$ cat src/rtl/write_operation_pkg.sv
// Shared constants for the register-file write half: sizes, reset default,
// and the saturating rewrite-counter limits.
package write_operation_pkg;
  localparam int                DATA_WIDTH_DEF  = 32;
  localparam int                REG_COUNT       = 8;
  localparam int                ADDR_WIDTH      = 3;
  localparam logic [31:0]       RESET_VALUE_DEF = 32'h0000_0000;
  localparam int                CNT_WIDTH       = 8;
  localparam logic [CNT_WIDTH-1:0] CNT_SAT      = 8'hFF;
endpackage

$ cat src/rtl/write_operation_register_en.sv
// Single register with a synchronous active-low reset and a load enable.
module register_en #(
  parameter int                    DATA_WIDTH  = 32,
  parameter logic [DATA_WIDTH-1:0] RESET_VALUE = '0
) (
  input  logic                  clk_i,
  input  logic                  rst_ni,
  input  logic                  en_i,
  input  logic [DATA_WIDTH-1:0] d_i,
  output logic [DATA_WIDTH-1:0] q_o
);
  logic [DATA_WIDTH-1:0] q_q;

  always_ff @(posedge clk_i) begin
    if (!rst_ni)   q_q <= RESET_VALUE;
    else if (en_i) q_q <= d_i;
  end

  assign q_o = q_q;
endmodule

$ cat src/rtl/write_operation.sv
// Write half of the 8-entry register file: one-hot write decode, registered
// ack, and a saturating same-address rewrite counter.
// Build option: define ZERO_REG_EN to hardwire register 0 to zero.
module write_operation
  import write_operation_pkg::*;
#(
  parameter int                    DATA_WIDTH  = DATA_WIDTH_DEF,
  parameter logic [DATA_WIDTH-1:0] RESET_VALUE = DATA_WIDTH'(RESET_VALUE_DEF)
) (
  input  logic                  clk,
  input  logic                  reset_n,
  input  logic                  we,
  input  logic [ADDR_WIDTH-1:0] wAddr,
  input  logic [DATA_WIDTH-1:0] wData,
  output logic [DATA_WIDTH-1:0] from_reg0,
  output logic [DATA_WIDTH-1:0] from_reg1,
  output logic [DATA_WIDTH-1:0] from_reg2,
  output logic [DATA_WIDTH-1:0] from_reg3,
  output logic [DATA_WIDTH-1:0] from_reg4,
  output logic [DATA_WIDTH-1:0] from_reg5,
  output logic [DATA_WIDTH-1:0] from_reg6,
  output logic [DATA_WIDTH-1:0] from_reg7,
  output logic                  wr_ack,
  output logic [ADDR_WIDTH-1:0] wr_ack_addr,
  output logic [CNT_WIDTH-1:0]  rewrite_cnt
);
`ifdef ZERO_REG_EN
  localparam bit ZERO_REG = 1'b1;
`else
  localparam bit ZERO_REG = 1'b0;
`endif

  logic [REG_COUNT-1:0]                 en;
  logic [REG_COUNT-1:0][DATA_WIDTH-1:0] regs;

  assign en = we ? (REG_COUNT'(1) << wAddr) : '0;

  for (genvar i = 0; i < REG_COUNT; i++) begin : g_reg
    if (ZERO_REG && i == 0) begin : g_zero
      // Write still decodes to en[0]; the data is simply never stored.
      assign regs[i] = '0;
    end else begin : g_ff
      register_en #(.DATA_WIDTH(DATA_WIDTH), .RESET_VALUE(RESET_VALUE)) u_reg (
        .clk_i (clk),
        .rst_ni(reset_n),
        .en_i  (en[i]),
        .d_i   (wData),
        .q_o   (regs[i])
      );
    end
  end

  assign from_reg0 = regs[0];
  assign from_reg1 = regs[1];
  assign from_reg2 = regs[2];
  assign from_reg3 = regs[3];
  assign from_reg4 = regs[4];
  assign from_reg5 = regs[5];
  assign from_reg6 = regs[6];
  assign from_reg7 = regs[7];

  logic                  ack_q, ack_d;
  logic [ADDR_WIDTH-1:0] ack_addr_q, ack_addr_d;
  logic [ADDR_WIDTH-1:0] last_addr_q, last_addr_d;
  logic                  last_valid_q, last_valid_d;
  logic [CNT_WIDTH-1:0]  cnt_q, cnt_d;

  always_comb begin
    ack_d        = we;
    ack_addr_d   = ack_addr_q;
    last_addr_d  = last_addr_q;
    last_valid_d = last_valid_q;
    cnt_d        = cnt_q;
    if (we) begin
      ack_addr_d   = wAddr;
      last_addr_d  = wAddr;
      last_valid_d = 1'b1;
      if (last_valid_q && wAddr == last_addr_q && cnt_q != CNT_SAT)
        cnt_d = cnt_q + 1'b1;
    end
  end

  always_ff @(posedge clk) begin
    if (!reset_n) begin
      ack_q        <= 1'b0;
      ack_addr_q   <= '0;
      last_addr_q  <= '0;
      last_valid_q <= 1'b0;
      cnt_q        <= '0;
    end else begin
      ack_q        <= ack_d;
      ack_addr_q   <= ack_addr_d;
      last_addr_q  <= last_addr_d;
      last_valid_q <= last_valid_d;
      cnt_q        <= cnt_d;
    end
  end

  assign wr_ack      = ack_q;
  assign wr_ack_addr = ack_addr_q;
  assign rewrite_cnt = cnt_q;
endmodule

$ cat config.mk
export PLATFORM = sky130hd
export DESIGN_NAME = write_operation
export DESIGN_NICKNAME = d
export VERILOG_FILES = /design/src/rtl/write_operation_pkg.sv /design/src/rtl/write_operation_register_en.sv /design/src/rtl/write_operation.sv
export SDC_FILE = /design/constraint.sdc
export NUM_CORES = 1
export LEC_CHECK = 0
export ABC_AREA = 0
export BUFFER_PORTS_ARGS = -buffer_cell sky130_fd_sc_hd__buf_2
export CAP_MARGIN = 10
export CORE_UTILIZATION = 40
export CTS_CLUSTER_DIAMETER = 50
export DETAILED_ROUTE_END_ITERATION = 6
export PLACE_DENSITY = 0.68
export SLEW_MARGIN = 20
export SYNTH_ARGS = -nofsm -noshare
export SYNTH_HDL_FRONTEND = slang
export SYNTH_SLANG_ARGS = --single-unit
$ cat constraint.sdc
create_clock -name clk -period 1.85 [get_ports clk]
set_input_delay 0.0925 -clock clk [delete_from_list [all_inputs] [get_ports clk]]
set_output_delay 0.0925 -clock clk [all_outputs]
set_load 0.03 [all_outputs]
==> impl_metrics.yaml <==
placed_design:
  place_hpwl_um: 20700
  gp_routability_congestion: 0.794
  numPortBuffers: 305
  placed_cells: 1777
drt:
  drt-initial-drc-count: 670
  ant_nets: 0
  drc: 0
  drt_pre_antenna_iters: 5
  wire_per_inst_um: 16.5
  routed-via-count: 9271
  vias_per_cell: 4.97
  routed_wirelength_um: 30800
clock_tree:
  clk_pin_slew_worst_paths_ns: 0.06
  cts_setup_buffers: 0
  cts_buffers: 31
  cts.path.max_buffers: 3
  cts.sinks: 269
  cts_tree: "yes"
  clockRootBuffer: "clkbuf_16"
  ctsHtreeMaxLevel: 1
  clkLatencyLatePin_ns: 0.54
setup_path:
  crit_path_cell_trace: "xor2_1, or4_4, or4_1, a21oi_1"
  crit_path_end_kind: "flip-flop"
  crit_path_start_kind: "flip-flop"
  critPathTopFamily: "simple AND/OR/NAND/NOR gates"
  slowest_delay_ns: 0.57
  worst_path_max_delay_cell: "or4_4"
  required_ns: 2.32
  crit_arrival_ns: 2.25
  crit_type: "reg -> reg"
  path_buf_inv: 0
  path_max_fanout: 7
cells_and_area:
  nNetsFinal: 1564
  layout-drive-gt1-share: 0.265
  area_delta_synth_final_pct: 34.3
  utilization: 0.546
  layout_commonest_cell: "nand2_1"
  antenna_cells: 0
  finalNonFillerCells: 1866
  final_cell_mix: "nand2_1, buf_2, dfxtp_1"
  n_fill_cell: 2239
hold_path:
  worstHoldPathType: "in -> reg"
pwr:
  pwr-share-comb: 0.081
  p_leak_nw: 5.40
  p_sw_frac: 0.244
  p_per_area_mw_per_mm2: 1020
  pwr-share-clk: 0.460
  cellInternalPower_mw: 9.84
  seqPwrFrac: 0.459
  power_switching_mw: 3.18
  vdd_drop_max_uv: 624
grt:
  grt_pass1_vias: 8435
  antenna_found_initial: 1
  grt_pass1_wl_um: 47000
  grt_start_max_net_pins: 83
  gr-usage-all-layers: 0.246
  gr-total-overflow: 0
sta:
  rsz0062_at_grt: "false"
  tightestPinTransition_ns: 0.526
  hold_viol: 0
  tns_ns: 0
  finClkSkew_ns: 0.00586
  finalCriticalPeriod_ns: 1.78
  setup_violations: 0
  slew_violations: 0
  relSlewSlack: 0.649
  fmax_mhz: 562
  post-route-period-util: 0.962
run:
  maxCapViolations: 0
yosys:
  synth_top_area_share: 0.566
  syn_nets: 1267
  avgSynthCellArea_um2: 7.75
  synth_seq_cells: 269
  yosys_warnings: 0
  yosysUniqueCellTypes: 25
  yosys.area.top_type: "dfxtp_1"
  netlist_area_mm2: 0.00952
  yosysSeqAreaShare: 0.566
  syn_inst: 1228
  synth.area.top_cells: "dfxtp_1, nand2_1, a21oi_1"
floorplanning:
  initial_core_util: 0.407
  row_count: 56
  dieArea_mm2: 0.0244
  fp.dieH_um: 156
  io_pins: 306
  core_mm2: 0.0234
  die_w_um: 156
status:
  status: "finished clean"
registers in the layout, indices dropped and copies added (netlist names):
name	count
rewrite_cnt	8
wr_ack	1
g.g_ff.u_reg.q_o	256
last_addr_q	3
last_valid_q	1
Yosys cell counts:
cell type	number
and2_1	1
o41ai_1	3
clkbuf_1	78
ha_1	1
buf_1	3
buf_6	1
nand3_1	8
nor4_1	2
or4_4	1
nand4_1	2
nand2b_1	8
nor2_1	13
nor2b_1	3
a21oi_1	259
inv_1	2
o31ai_1	1
mux2i_1	6
or4_1	2
buf_2	2
clkbuf_2	31
nand2_1	525
nor3_1	2
o311ai_0	2
xor2_1	3
dfxtp_1	269
tightest hold or removal path: stages:
cell     delay, ns
buf_2         0.09
buf_4         0.18
mux2i_1       0.09
nor2_1        0.08
stage by stage:
stage / power [mW] / instance area, µm² / worst slack (ns) / hold slack (ns)
floorplan: 6.74 / 9520 / 0.0166 / 0.242
global placement: 7.09 / 11400 / 0.0489 / 0.423
detailed placement: 7.10 / 11400 / 0.0166 / 0.429
CTS: 13.1 / 12800 / 0.00411 / 0.00511
global route: 13.5 / 12800 / 0.0282 / 0.0718
finish: 13.0 / 12800 / 0.0702 / 0.0322
power by group through the flow:
stage               sequential, mW  combinational [mW]  clock (mW)
floorplan                     6.34               0.393           0
global placement              6.10               0.994           0
detailed placement            6.10                1.00           0
CTS                           5.98                1.06        6.10
global route                  5.99                1.13        6.38
finish                        5.98                1.06        5.99
metal layers:
layer,track usage,vias up,part of all wire
met2,0.418,358,0.48
met4,0.0738,2,0.018
met3,0.0570,44,0.078
met1,0.308,4353,0.42
met5,0,-,0.00042
li1,-,4514,-
area by class of cell:
| cell class | instances | area (µm²) | area share |
|---|---|---|---|
| clock buffers | 44 | 895 | 0.0700 |
| clock inverters | 11 | 119 | 0.00930 |
| flip-flops and latches | 269 | 5390 | 0.422 |
| well taps | 319 | 399 | 0.0312 |
| inverters | 2 | 15.0 | 0.00118 |
| multi-input cells | 842 | 3720 | 0.291 |
| repair buffers | 379 | 2240 | 0.175 |
cells by family (layout without fill, tap and decap cells):
logic type               after synthesis  after routing  synth area share
AND/OR/NAND/NOR                      567            567             0.231
flip-flops                           269            269             0.566
AO/OA/AOI/OAI                        265            265             0.142
buffers and inverters                117            436            0.0513
multiplexers                           6              6           0.00631
XOR/XNOR                               3              3           0.00276
adder cells (fa/ha/maj)                1              1           0.00131
final timing paths:
| path | from | slack, ns | cells after the start | to |
|---|---|---|---|---|
| worst max-delay path | last_addr_q[0]$_SDFFE_PN0P_ | 0.07 | 4 | rewrite_cnt[4]$_SDFFE_PN0P_ |
| worst min-delay path | wAddr[0] | 0.03 | 4 | last_addr_q[0]$_SDFFE_PN0P_ |
| worst max register to register | last_addr_q[0]$_SDFFE_PN0P_ | 0.07 | 4 | rewrite_cnt[4]$_SDFFE_PN0P_ |
| worst min register to register | g_reg[5].g_ff.u_reg.q_o[3]$_SDFFE_PN0P_ | 0.45 | 2 | g_reg[5].g_ff.u_reg.q_o[3]$_SDFFE_PN0P_ |
timing repair:
action                                 4_1_cts  5_1_grt
hold buffers                                34        0
endpoints found under the hold margin      264        0
gates resized for setup                      0        2
setup endpoints to repair                    0        3
Power figures use the tool's default switching activity.
